### src/rtl/apb_slave_regfile.sv
// APB completer with a word-addressed register file, programmable wait states
// and PSLVERR on misaligned, out-of-range or read-only accesses.
module apb_slave_regfile #(
  parameter int                ADDR_W      = 32,
  parameter int                DATA_W      = 32,
  parameter int                NUM_REGS    = 8,
  parameter int                WAIT_STATES = 1,
  parameter logic [DATA_W-1:0] ID_VALUE    = 32'hA5B0_0001
) (
  input  logic                         PCLK,
  input  logic                         PRESET,
  input  logic                         PSEL,
  input  logic                         PENABLE,
  input  logic                         PWRITE,
  input  logic [ADDR_W-1:0]            PADDR,
  input  logic [DATA_W-1:0]            PWDATA,
  output logic [DATA_W-1:0]            PRDATA,
  output logic                         PREADY,
  output logic                         PSLVERR,
  output logic [NUM_REGS*DATA_W-1:0]   regs_o
);

  localparam logic [1:0] ST_IDLE   = 2'd0;
  localparam logic [1:0] ST_ACCESS = 2'd1;
  localparam logic [1:0] ST_DONE   = 2'd2;

  localparam int              IDX_W     = (NUM_REGS > 1) ? $clog2(NUM_REGS) : 1;
  localparam logic [ADDR_W-3:0] NUM_IDX = (ADDR_W-2)'(NUM_REGS);
  localparam logic [3:0]      WAIT_INIT = 4'(WAIT_STATES);

  logic [1:0]        state_r;
  logic [3:0]        cnt_r;
  logic [ADDR_W-1:0] addr_r;
  logic              write_r;
  logic [DATA_W-1:0] wdata_r;
  logic [DATA_W-1:0] prdata_r;
  logic              pready_r;
  logic              pslverr_r;
  logic [DATA_W-1:0] regs_r [NUM_REGS];

  logic              setup_s;
  logic              take_s;
  logic              err_s;
  logic [ADDR_W-3:0] index_s;
  logic [IDX_W-1:0]  sel_s;
  logic [DATA_W-1:0] rd_data_s;

  // A setup phase is accepted from IDLE or directly out of the completion cycle.
  assign setup_s = PSEL & ~PENABLE;
  assign take_s  = setup_s & ((state_r == ST_IDLE) | (state_r == ST_DONE));
  assign index_s = addr_r[ADDR_W-1:2];
  assign sel_s   = index_s[IDX_W-1:0];

  // Error decode and read mux on the setup-latched address.
  always_comb begin
    err_s     = 1'b0;
    rd_data_s = {DATA_W{1'b0}};
    err_s     = (addr_r[1:0] != 2'b00) | (index_s >= NUM_IDX)
              | (write_r & (index_s == {(ADDR_W-2){1'b0}}));
    if (err_s) begin
      rd_data_s = {DATA_W{1'b0}};
    end else begin
      rd_data_s = regs_r[sel_s];
    end
  end

  // Setup capture and wait-state countdown.
  always_ff @(posedge PCLK) begin
    if (PRESET) begin
      addr_r  <= {ADDR_W{1'b0}};
      write_r <= 1'b0;
      wdata_r <= {DATA_W{1'b0}};
      cnt_r   <= 4'd0;
    end else if (take_s) begin
      addr_r  <= PADDR;
      write_r <= PWRITE;
      wdata_r <= PWDATA;
      cnt_r   <= WAIT_INIT;
    end else if ((state_r == ST_ACCESS) && PSEL && PENABLE && (cnt_r != 4'd0)) begin
      cnt_r <= cnt_r - 4'd1;
    end
  end

  // Transfer FSM, response registers and register-file commit.
  always_ff @(posedge PCLK) begin
    if (PRESET) begin
      state_r   <= ST_IDLE;
      pready_r  <= 1'b0;
      pslverr_r <= 1'b0;
      prdata_r  <= {DATA_W{1'b0}};
      for (int i = 0; i < NUM_REGS; i++) begin
        if (i == 0) begin
          regs_r[i] <= ID_VALUE;
        end else begin
          regs_r[i] <= {DATA_W{1'b0}};
        end
      end
    end else begin
      case (state_r)
        ST_IDLE: begin
          pready_r <= 1'b0;
          if (take_s) begin
            pslverr_r <= 1'b0;
            state_r   <= ST_ACCESS;
          end
        end
        ST_ACCESS: begin
          if (!PSEL) begin
            state_r <= ST_IDLE;
          end else if (PENABLE && (cnt_r == 4'd0)) begin
            pready_r  <= 1'b1;
            pslverr_r <= err_s;
            if (write_r) begin
              if (!err_s) begin
                regs_r[sel_s] <= wdata_r;
              end
            end else begin
              prdata_r <= rd_data_s;
            end
            state_r <= ST_DONE;
          end
        end
        ST_DONE: begin
          pready_r <= 1'b0;
          if (take_s) begin
            pslverr_r <= 1'b0;
            state_r   <= ST_ACCESS;
          end else begin
            state_r <= ST_IDLE;
          end
        end
        default: begin
          pready_r <= 1'b0;
          state_r  <= ST_IDLE;
        end
      endcase
    end
  end

  assign PRDATA  = prdata_r;
  assign PREADY  = pready_r;
  assign PSLVERR = pslverr_r;

  for (genvar g = 0; g < NUM_REGS; g++) begin : g_flat
    assign regs_o[g*DATA_W +: DATA_W] = regs_r[g];
  end

endmodule
### config.mk
export PLATFORM = sky130hd
export DESIGN_NAME = apb_slave_regfile
export DESIGN_NICKNAME = d
export VERILOG_FILES = /design/src/rtl/apb_slave_regfile.sv
export SDC_FILE = /design/constraint.sdc
export NUM_CORES = 1
export LEC_CHECK = 0
export CAP_MARGIN = 40
export CORE_MARGIN = 5
export CORE_UTILIZATION = 51
export DETAILED_ROUTE_END_ITERATION = 8
export PLACE_DENSITY = 0.81
export SLEW_MARGIN = 20
export SYNTH_ARGS = -nofsm -noshare
export SYNTH_HDL_FRONTEND = slang
export SYNTH_SLANG_ARGS = --single-unit
### constraint.sdc
create_clock -name PCLK -period 4.2 [get_ports PCLK]
set_input_delay 0.63 -clock PCLK [delete_from_list [all_inputs] [get_ports PCLK]]
set_output_delay 0.63 -clock PCLK [all_outputs]
set_load 0.005 [all_outputs]
Word-level counts from Yosys, hierarchy flattened
Memories as Yosys holds them, arrays and structs flattened. A register that Yosys moved wholly into a read port is not among the register bits.
Index checks and enable logic that the tools add are counted.
{"block": "classes", "bitwise_logic": 9, "mux": 26, "n_reduce_logical": 19, "add_sub_neg": 1, "n_lt_le_gt_ge": 1, "eq_ne": 7}
{"operator": "32-bit two-way mux", "count": 2}
{"operator": "32-bit OR reduction", "count": 1}
{"operator": "30-bit by 4-bit >= comparator with 1-bit output (second input constant)", "count": 1}
{"operator": "30-bit zero test", "count": 1}
{"operator": "1-bit two-way mux", "count": 16}
{"operator": "3-bit two-way mux", "count": 3}
{"operator": "4-bit AND reduction", "count": 2}
{"operator": "2-bit two-way mux", "count": 3}
{"operator": "2-bit one-hot mux with 3 select lines", "count": 1}
{"operator": "2-bit nonzero test", "count": 3}
{"operator": "2-bit OR reduction", "count": 3}
{"operator": "1-bit logical AND", "count": 4}
{"operator": "4-bit zero test", "count": 1}
{"operator": "2-bit by 1-bit inequality test with 1-bit output (second input constant)", "count": 2}
{"operator": "2-bit inequality test (second input constant)", "count": 2}
{"operator": "2-bit AND reduction", "count": 2}
{"operator": "4-bit nonzero test", "count": 1}
{"operator": "4-bit by 1-bit subtractor with 4-bit output (second input constant)", "count": 1}
{"operator": "1-bit bitwise AND", "count": 3}
{"operator": "3-bit by 2-bit inequality test with 1-bit output (second input constant)", "count": 1}
{"operator": "1-bit NOT", "count": 3}
{"operator": "1-bit OR", "count": 3}
{"operator": "2-bit by 1-bit equality test with 1-bit output (second input constant)", "count": 1}
{"operator": "2-bit equality test (second input constant)", "count": 1}
{"operator": "other kinds (2)", "count": 2}
{"block": "word_totals", "inputBits": 69, "ram_bits": 256, "out_inout_bits": 290, "memories": 1, "ff_bits": 105, "elab_cells": 73}
{"name": "regs_r", "depth": 8, "word_bits": 32, "read_ports": 9, "rd_clocked_by_memory_dff": 1, "write_ports": 8, "line": "39", "rtl": "logic [DATA_W-1:0] regs_r [NUM_REGS];"}

Logic depth before layout (Yosys ltp)
Gate-level depths: netlist of the first run.
{"block": "logic_depth", "word_depth": 12, "depth_mapped": 9, "depth_no_buf": 6}

Worst setup path after synthesis of the first run
OpenSTA, ideal clock, no wires.
{"block": "synth_path", "path_type": "flip-flop to flip-flop", "start": "register cnt_r[0]", "end": "memory regs_r[1][0] (enable)", "path_stages_with_launch": 10, "path_buffers": 3, "setup_slack_ps": 546, "period_less_slack_ps": 3654, "arrival_ps": 3226, "setup_time_ps": 428, "required_time_ps": 3772, "cell_sequence": "dfxtp_1 inv_1 ha_1 or3b_1 clkbuf_1 nor2_1 nand4_2 buf_6 buf_6 o21bai_1"}
{"item": "from (decl)", "line": "32", "rtl": "logic [3:0] cnt_r;"}
{"item": "from (signal assigned)", "line": "80", "rtl": "cnt_r <= cnt_r - 4'd1;"}
{"item": "to (decl)", "line": "39"}

==> key figures, run 1 <==
Synthesis
  • Simple-Gate Fraction of Synth Area: between 10% and 20%
  • Top cells by area, synth: edfxtp_1 (48%), dfxtp_1 (13%), nor3_2 (11%), mux4_2 (9.0%), nand2_1 (3.9%)
  • Unique cell type count in the Yosys netlist: between 40 and 50
  • Mux share of post-synthesis cell area: about 11%
  • Post-synthesis xor/xnor area fraction: 0.1634%
  • Synth Area in Adders: 0.1556%
  • Largest family of logic cells by synthesized area: simple AND/OR/NAND/NOR gates
  • Synth top cells by count: edfxtp_1 (256), nor3_2 (183), nand2_1 (168)
  • Yosys top cell by area: edfxtp_1
  • Dominant synthesized flop cell: edfxtp_1
  • Synth warnings: 0
  • Post-Synthesis Cell Area: 16,080 µm²
  • Seq cells post-synth: 364
  • Mapped Cells: ~1,200
  • EDFF count, synth: 256
  • Synth async-reset ratio: 0%
  • Portion of the post-synthesis area used by sequential elements: 61.25%
  • Most frequent cell after synthesis: edfxtp_1
  • Mean area per synthesized cell: about 14 µm²
  • Yosys top cell area share: 47.80%
  • Compound-Gate Fraction of Synth Area: roughly 4.4%

Worst hold path
  • Hold Crit Class: reg2reg
  • Worst hold path depth: 2
  • Hold_sp: addr_r[9]$_SDFFE_PP0P_

Detailed routing
  • Antenna Nets Post-Route: 0
  • DR iter-0 viols: 816
  • Total wire length: around 47,000 µm
  • Total number of vias: 11,258
  • WL/cell: 24.04 µm
  • DRC violation count after routing: 0
  • 1st-pass router iterations: 5
  • Drt via density: 5.818

Power and ir drop
  • PwrDens: 376.8 nW/µm²
  • Static leakage: 6.706 nW
  • Peak supply drop: 0.2690 mV
  • Overall power: 8.094 mW

Finish
  • Fin area: approximately 21,000 µm²
  • Area taken by multi-input logic gates: around 6000 µm²
  • Layout Nets: 1,574
  • FF+latch area: 9862 µm²
  • Fill count: 2,105
  • Area grow syn2layout: 33.59%
  • Fraction of layout cells with a size suffix above 1: 23.04%

Worst setup path
  • Worst path max stage delay: 730 ps
  • Crit path kind: reg2reg
  • CP max stage cell: o21bai_4
  • CP Max Fanout: 18
  • CP Data Arrival Time: 3250 ps
  • Crit-path cells: or4_1 > nor3_1 > nand4_4 > o21bai_4 > buf_12
  • R2r startpoint: addr_r[10]$_SDFFE_PP0P_
  • Crit. End Element: register
  • Reg2Reg Depth: 5
  • Worst endpoint required time: 4420 ps
  • Setup crit start kind: register
  • Flop2flop setup slack: 1170 ps
  • CP startpoint: addr_r[10]$_SDFFE_PP0P_

Floorplan
  • Initial Util: 51.36%
  • CORE AREA: 31,310 µm²
  • Die Area: 35,180 µm²
  • Chip height: 187.6 µm
  • Die Wd: 187.6 µm
  • Num rows: 65
  • Io pins: 359

Timing
  • Slew margin rel.: 49.70%
  • Worst Skew: roughly 17 ps
  • Peak Freq: about 330 MHz
  • Final Hold Fails: 0
  • Worst-Margin Slew: between 700 and 800 ps
  • Final setup vio count: 0
  • Minimum hold slack: 455.7 ps
  • RSZ-0062 raised after global routing: no
  • Final Max Tran Viols: 0
  • Minimum clock period: 3030 ps
  • Setup TNS: 0 ps
  • Period Utilization, post-route: 72.14%

Clocking
  • Clock transition at path regs: 60 ps
  • CTS sink count: 364
  • Setup repair bufs after CTS: 0
  • Post-CTS sizing: 0
  • Max clock buf depth: 3
  • Num CTS Buffers: 38
  • CTS tree: built
  • Clk_lat worst skew: slightly above 500 ps
  • CTS root buf: clkbuf_16
  • Post-CTS Hold Buffers: 0
  • # H-tree levels: 2

GRT
  • GR Overflow Total: 0
  • Largest net degree at the start of global routing: 113
  • Vias in the first global route: 11,434
  • All-Layer GR Usage: about a quarter
  • Initial antenna violation count: 1
  • First-pass GRT wire length: slightly above 70,000 µm

Flow run
  • # Max-Cap Violations: 0

Run status
  • Status: finished clean

Place
  • IO buf count: 358
  • Final GP Congestion: 0.8282
  • DP Area: 20,230 µm²
  • Dpl hpwl: 31,590 µm
path summary, 6_finish.rpt:
kind                                               endpoint
worst min register to register       addr_r[9]$_SDFFE_PP0P_
worst max-delay path            regs_r[2][12]$_SDFFCE_PN0P_
worst max register to register  regs_r[2][12]$_SDFFCE_PN0P_
worst min-delay path                 addr_r[9]$_SDFFE_PP0P_
cell families (layout without fill, tap and decap cells):
group / Yosys count / after routing
AO/OA/AOI/OAI: 110 / 110
XOR/XNOR: 3 / 3
adder cells (fa/ha/maj): 2 / 2
buffers and inverters: 106 / 457
flip-flops: 364 / 364
multiplexers: 96 / 96
other: 2 / 33
AND/OR/NAND/NOR: 468 / 468
power breakdown:
group	switching, mW	internal, mW
combinational	0.325	0.385
sequential	0.114	3.97
clock	1.36	1.94
per-layer routing:
| layer | GRT usage, % | vias to the layer above | wire [µm] |
|---|---|---|---|
| met3 | 5.473 | 97 | 3478 |
| met2 | 42.58 | 540 | 22430 |
| li1 | - | 4985 | - |
| met4 | 9.740 | 0 | 1831 |
| met1 | 34.25 | 5636 | 18780 |
| met5 | 0 | - | 0 |
stage by stage:
stage	setup slack [ps]	instances	utilization [%]
final	1170	1935	68.61
after global routing	1000	1935	68.61
after CTS	1134	1933	68.54
after detailed placement	887.0	1864	64.62
after global placement	924.8	1859	64.26
after floorplan	546.1	1181	-
registers in the layout, indices dropped and copies added (netlist names), named ones only:
register and flops:
PRDATA 32, PREADY 1, PSLVERR 1, addr_r 32, cnt_r 4, regs_r 256, state_r 2, wdata_r 32
write_r 1
cell usage in the layout (no fill, tap or decap), drive strengths merged, types with 2 or more instances in the layout:
cell,instances
o2bb2ai,32
clkinv,12
nor3,229
inv,3
or4,2
mux2i,32
nand3,8
nand2b,34
dfxtp,108
bufinv,2
nor2b,4
buf,29
o21bai,7
clkbuf,53
xor2,2
nor4,5
ha,2
nor2,5
nand2,168
or3b,2
clkdlybuf4s50,357
edfxtp,256
nand4,3
mux4,64
a21oi,67
conb,32
critical path: cells and delay by family (launching register included):
family | cells | cell delay [ps]
flip-flops | 1 | 310
buffers and inverters | 1 | 260
AO/OA/AOI/OAI | 1 | 730
AND/OR/NAND/NOR | 3 | 1410
cell type report:
| class | count | area share, % |
|---|---|---|
| Tap cell | 402 | 2.341 |
| Multi-Input combinational cell | 711 | 27.52 |
| Timing Repair Buffer | 386 | 18.47 |
| Sequential cell | 364 | 45.91 |
| Clock buffer | 53 | 5.073 |
| Clock inverter | 16 | 0.6348 |
| Inverter | 2 | 0.03494 |
| Antenna cell | 1 | 0.01165 |
Note: power is estimated with default switching activity, not from simulation.
==> run 2, diff against run 1 <==
clock period = 2.9 ns   (was 4.2 ns; I/O delays follow)
==> run 2 against run 1 <==
Net effect: clock power is 42% higher; sequential power up 45%; sequential share of layout area down 0.43 points; utilization rose by 0.64 points; worst setup slack worse by 830 ps; routed wire length rose by 2.9%; largest cell class unchanged; count of clock-buffer cells in the layout up 4; largest power group unchanged.
==> key figures, run 2 (synthesis results as in run 1) <==
Timing
  • Period Utilization, post-route: 88.28% (+16 points)
  • Slew margin rel.: 46.39% (-3.3 points)
  • Final Hold Fails: 0 (unchanged)
  • Worst Skew: 10.98 ps (-5.872 ps)
  • Minimum clock period: 2560 ps (-469.5 ps)
  • Final Max Tran Viols: 0 (unchanged)
  • Worst-Margin Slew: 804.2 ps (+49.67 ps)
  • Peak Freq: 390.6 MHz (+18%)
  • Final setup vio count: 0 (unchanged)
  • RSZ-0062 raised after global routing: no

Clocking
  • Setup repair bufs after CTS: 0 (unchanged)
  • Max clock buf depth: 3 (unchanged)
  • # H-tree levels: 2 (unchanged)
  • Post-CTS sizing: 0 (unchanged)
  • Num CTS Buffers: 39 (+2.6%)
  • CTS tree: built
  • CTS root buf: clkbuf_16
  • Post-CTS Hold Buffers: 0 (unchanged)
  • Clk_lat worst skew: 520 ps (about the same)
  • Clock transition at path regs: 60 ps (about the same)
  • CTS sink count: 364 (unchanged)

GRT
  • All-Layer GR Usage: 26.30% (+0.39 points)
  • Initial antenna violation count: 5 (+4)
  • GR Overflow Total: 0 (unchanged)
  • First-pass GRT wire length: 71,590 µm (+1.0%)
  • Vias in the first global route: 11,632 (+1.7%)
  • Largest net degree at the start of global routing: 101 (-11%)

Finish
  • Area grow syn2layout: 34.84%
  • Fraction of layout cells with a size suffix above 1: 23.94% (+0.89 points)
  • Largest Register: regs_r
  • Fin area: 21,680 µm² (+0.94%)
  • Final std cells w/o fill: 1,954 (+0.98%)
  • Commonest non-fill, non-tap cell in the layout: clkdlybuf4s50_1
  • Final core utilization: 69.25% (+0.64 points)
  • Layout Nets: 1,591 (+1.1%)
  • Fill count: 2,155 (+2.4%)
  • Max FFs per register: 256 (unchanged)
  • Commonest non-fill, non-tap cells in the layout: clkdlybuf4s50_1 (357), edfxtp_1 (256), nor3_2 (183), nand2_1 (165), dfxtp_1 (104)

Detailed routing
  • Total wire length: 47,860 µm (+2.9%)
  • Drt via density: 5.854 (+0.62%)
  • WL/cell: 24.49 µm (+1.9%)
  • DR iter-0 viols: 1,028 (+26%)
  • 1st-pass router iterations: 5 (unchanged)
  • DRC violation count after routing: 0 (unchanged)
  • Antenna Nets Post-Route: 0 (unchanged)
  • Total number of vias: 11,439 (+1.6%)

Place
  • Final GP Congestion: 0.8451 (+2.0%)
  • DP Area: 20,430 µm² (+0.99%)
  • Dpl hpwl: 32,660 µm (+3.4%)
  • Inst Count DP: 1,880 (+0.86%)
  • IO buf count: 358 (unchanged)

Floorplan
  • CORE AREA: 31,310 µm² (unchanged)
  • Num rows: 65 (unchanged)
  • Die Wd: 187.6 µm (unchanged)
  • Io pins: 359 (unchanged)
  • Chip height: 187.6 µm (unchanged)
  • Die Area: 35,180 µm² (unchanged)
  • Initial Util: 51.36% (unchanged)

Flow run
  • # Max-Cap Violations: 0 (unchanged)

Power and ir drop
  • Static leakage: 6.819 nW (+1.7%)
  • Peak supply drop: 0.4019 mV (+49%)
  • PwrDens: 538.2 nW/µm² (+43%)

Worst setup path
  • CP Data Arrival Time: 2760 ps (-490 ps)
  • CP max stage cell: or3b_1
  • Most Frequent Cell on Critical Path: buf_4
  • Worst path max stage delay: 480 ps (-250 ps)
  • Setup crit start kind: register
  • Crit path kind: reg2reg
  • Worst endpoint required time: 3100 ps (-1320 ps)
  • Crit. End Element: register
  • Crit-path cells: inv_1 > ha_1 > or3b_1 > nor2_1 > nand4_4 > buf_4 > o21bai_4 > buf_4
  • CP Max Fanout: 13 (-5)

Worst hold path
  • Hold Crit Class: reg2reg

Run status
  • Status: finished clean
## run 2: layout make-up
class	instances	area [µm²]	area share, %
inverter	2	7.507	0.03462
antenna	2	5.005	0.02308
tap	402	503.0	2.320
timing repair buffer	402	4169	19.23
clock inverter	14	80.08	0.3693
multi-input combinational	711	5913	27.27
clock buffer	57	1145	5.280
sequential	364	9862	45.48
## run 2: power by group
| part | switching [mW] | leakage (nW) | total [mW] | internal [mW] |
|---|---|---|---|---|
| registers | 0.162 | 3.51 | 5.90 | 5.74 |
| clock network | 1.96 | 0.613 | 4.71 | 2.75 |
| logic | 0.487 | 2.70 | 1.06 | 0.572 |
## run 2: routing by layer
layer | vias to the layer above | GRT usage, % | wire, µm
met4 | 6 | 9.599 | 1776
met1 | 5753 | 32.99 | 17830
li1 | 5026 | - | -
met5 | - | 0 | 34
met2 | 546 | 44.93 | 24150
met3 | 108 | 6.087 | 4068
## run 2: final timing paths
path / startpoint / end / slack [ps] / depth (start not counted)
setup / recovery: cnt_r[0]$_SDFFE_PP0P_ / regs_r[6][21]$_SDFFCE_PN0P_ / 340 / 8
setup reg to reg: cnt_r[0]$_SDFFE_PP0P_ / regs_r[6][21]$_SDFFCE_PN0P_ / 340 / 8
hold / removal: addr_r[18]$_SDFFE_PP0P_ / addr_r[18]$_SDFFE_PP0P_ / 450 / 2
hold reg to reg: addr_r[18]$_SDFFE_PP0P_ / addr_r[18]$_SDFFE_PP0P_ / 450 / 2
## run 2: critical path, delay by kind of cell, from the launching register on
family	cells	cell delay [ps]
flops	1	330
buf+inv	3	600
simple gates	3	950
fa+ha+maj	1	150
compound gates	1	180
## run 2: stage by stage
stage | setup slack, ps | setup TNS, ps | hold WS, ps | total power, mW
2_1_floorplan | -90.47 | -19570 | 430.8 | 6.409
5_1_grt | 199.5 | 0 | 452.5 | 12.05
4_1_cts | 335.1 | 0 | 448.1 | 11.73
6_report | 339.8 | 0 | 453.2 | 11.67
3_3_place_gp | 294.0 | 0 | 439.1 | 7.032
3_5_place_dp | 210.3 | 0 | 443.2 | 7.062
==> run 3, diff against run 2 <==
CORE_UTILIZATION = 46   (was 51)
PLACE_DENSITY = 0.77   (was 0.81)
TNS_END_PERCENT = 100   (was not set)
clock period = 2.1 ns   (was 2.9 ns; I/O delays follow)
==> run 3 against run 2 <==
Net effect: the run now ends with setup timing left; clock power increased by 36%; power rose by 39%; via count rose by 0.64%; combinational power up 56%; register-to-register slack got worse by 480 ps; utilization fell by 3.8 points; routed wire length rose by 5.0%; critical endpoint is now regs_r[2][3]$_SDFFCE_PN0P_.
==> key figures, run 3 (synthesis results as in run 1) <==
Run status
  • Status: finished with violations
  • Violated checks: setup timing

Timing
  • Peak Freq: 446.4 MHz (+14%)
  • Final setup vio count: 415 (+415)
  • Setup TNS: -30,630 ps (-30,630 ps)
  • Worst-Margin Slew: 737.3 ps (-66.88 ps)
  • Minimum hold slack: 307.4 ps (-145.8 ps)
  • RSZ-0062 raised after global routing: yes
  • Final Hold Fails: 0 (unchanged)
  • Slew margin rel.: 50.85% (+4.5 points)
  • Final Worst Setup Slack: -140.2 ps (-480.0 ps)
  • Final Max Tran Viols: 0 (unchanged)
  • Worst Skew: 21.56 ps (+10.58 ps)
  • Minimum clock period: 2240 ps (-320.0 ps)
  • Period Utilization, post-route: 106.7% (+18 points)

Flow run
  • # Max-Cap Violations: 0 (unchanged)

Worst setup path
  • Crit path kind: reg2reg
  • CP max stage cell: or4_4
  • Most Frequent Cell on Critical Path: buf_12
  • Setup crit start kind: register
  • Worst path max stage delay: 550 ps (+70 ps)
  • CP Data Arrival Time: 2470 ps (-290 ps)
  • Worst endpoint required time: 2330 ps (-770 ps)
  • CP Max Fanout: 11 (-2)
  • Crit. End Element: register
  • Crit-path cells: or4_4 > a211oi_4 > nand4_4 > buf_12 > o21bai_4 > buf_12 > clkbuf_16

Place
  • DP Area: 20,900 µm² (+2.3%)
  • Post-Place Worst Slack: -161.8 ps (-372.1 ps)
  • IO buf count: 358 (unchanged)
  • Final GP Congestion: 0.8665 (+2.5%)
  • Inst Count DP: 1,959 (+4.2%)
  • Dpl hpwl: 33,900 µm (+3.8%)

Floorplan
  • Die Wd: 197.0 µm (+5.0%)
  • Num rows: 68 (+4.6%)
  • CORE AREA: 34,540 µm² (+10%)
  • Chip height: 197.0 µm (+5.0%)
  • Io pins: 359 (unchanged)
  • Die Area: 38,800 µm² (+10%)
  • Initial Util: 46.56% (-4.8 points)

Clocking
  • Clk_lat worst skew: 530 ps (about the same)
  • # H-tree levels: 2 (unchanged)
  • Max clock buf depth: 3 (unchanged)
  • CTS root buf: clkbuf_16
  • Clock transition at path regs: 60 ps (about the same)
  • Post-CTS Hold Buffers: 0 (unchanged)
  • CTS sink count: 364 (unchanged)
  • CTS tree: built
  • Num CTS Buffers: 39 (unchanged)

Worst hold path
  • Hold Crit Class: in2reg

Finish
  • Area grow syn2layout: 40.70%
  • Fill count: 2,507 (+16%)
  • Commonest non-fill, non-tap cells in the layout: clkdlybuf4s50_1 (357), edfxtp_1 (256), nor3_2 (204), nand2_1 (165), dfxtp_1 (103)
  • Fraction of layout cells with a size suffix above 1: 27.56% (+3.6 points)
  • Commonest non-fill, non-tap cell in the layout: clkdlybuf4s50_1
  • Fin area: 22,630 µm² (+4.3%)
  • Layout Nets: 1,633 (+2.6%)
  • Final core utilization: 65.50% (-3.8 points)
  • Final std cells w/o fill: 2,049 (+4.9%)
  • Largest Register: regs_r
  • Max FFs per register: 256 (unchanged)

Power and ir drop
  • PwrDens: 715.0 nW/µm² (+33%)
  • Static leakage: 7.236 nW (+6.1%)
  • Peak supply drop: 0.5920 mV (+47%)
  • Overall power: 16.18 mW (+39%)

Detailed routing
  • 1st-pass router iterations: 5 (unchanged)
  • DR iter-0 viols: 851 (-17%)
  • Total wire length: 50,260 µm (+5.0%)
  • WL/cell: 24.53 µm (+0.14%)
  • Antenna Nets Post-Route: 0 (unchanged)
  • DRC violation count after routing: 0 (unchanged)
  • Total number of vias: 11,512 (+0.64%)
  • Drt via density: 5.618 (-4.0%)

GRT
  • All-Layer GR Usage: 24.58% (-1.7 points)
  • Initial antenna violation count: 5 (unchanged)
  • GR Overflow Total: 0 (unchanged)
  • First-pass GRT wire length: 73,000 µm (+2.0%)
  • Vias in the first global route: 11,658 (+0.22%)
  • Largest net degree at the start of global routing: 78 (-23%)
==> run 3: changes by cell type in the layout (fill, tap and decap cells not counted), moves of 7 or more <==
cell	previous run	this run
buf_12	19	36
nor3_1	46	19
buf_4	25	35
buf_6	0	7
nor3_2	183	204
clkbuf_1	8	16
==> run 3: path summary, 6_finish.rpt <==
check | from | to | slack, ps | cells after the start
max | addr_r[18]$_SDFFE_PP0P_ | regs_r[2][3]$_SDFFCE_PN0P_ | -140 | 7
min | PRESET | PRDATA[28]$_SDFFE_PP0P_ | 310 | 4
max reg2reg | addr_r[18]$_SDFFE_PP0P_ | regs_r[2][3]$_SDFFCE_PN0P_ | -140 | 7
min reg2reg | addr_r[7]$_SDFFE_PP0P_ | addr_r[7]$_SDFFE_PP0P_ | 460 | 2
==> run 3: area by class of cell <==
class	count	area (µm²)	area share (%)
sequential	364	9863	43.59
multi-input combinational	711	6132	27.10
timing repair buffer	444	4868	21.52
clock buffer	58	1077	4.761
tap	455	569.3	2.516
clock inverter	14	106.4	0.4700
inverter	2	7.507	0.03318
antenna	1	2.502	0.01106
==> run 3: routing by layer <==
| layer | global-route usage (%) | routed length (µm) | vias to the layer above |
|---|---|---|---|
| li1 | - | - | 5115 |
| met1 | 31.44 | 18610 | 5706 |
| met2 | 41.76 | 25320 | 580 |
| met3 | 5.436 | 4616 | 103 |
| met4 | 8.320 | 1662 | 8 |
| met5 | 0 | 48 | - |
==> run 3: power by group <==
| part | internal (mW) | total (mW) | leakage [nW] | switching (mW) |
|---|---|---|---|---|
| combinational | 0.898 | 1.65 | 3.16 | 0.748 |
| clock | 3.69 | 6.42 | 0.563 | 2.73 |
| sequential | 7.93 | 8.12 | 3.51 | 0.187 |
| total | 12.5 | 16.2 | 7.24 | 3.66 |
==> run 3: critical path: cells and delay by family (launching register included) <==
family	cells	cell delay [ps]
AO/OA/AOI/OAI	2	430
flip-flops	1	320
buffers and inverters	3	520
AND/OR/NAND/NOR	2	690
==> run 3: repair_timing <==
item,4_1_cts,5_1_grt
pin swaps,0,4
setup endpoints to repair,426,471
gates resized for setup,13,35
buffers inserted,5,5
cloned,2,6
endpoints found under the hold margin,0,0
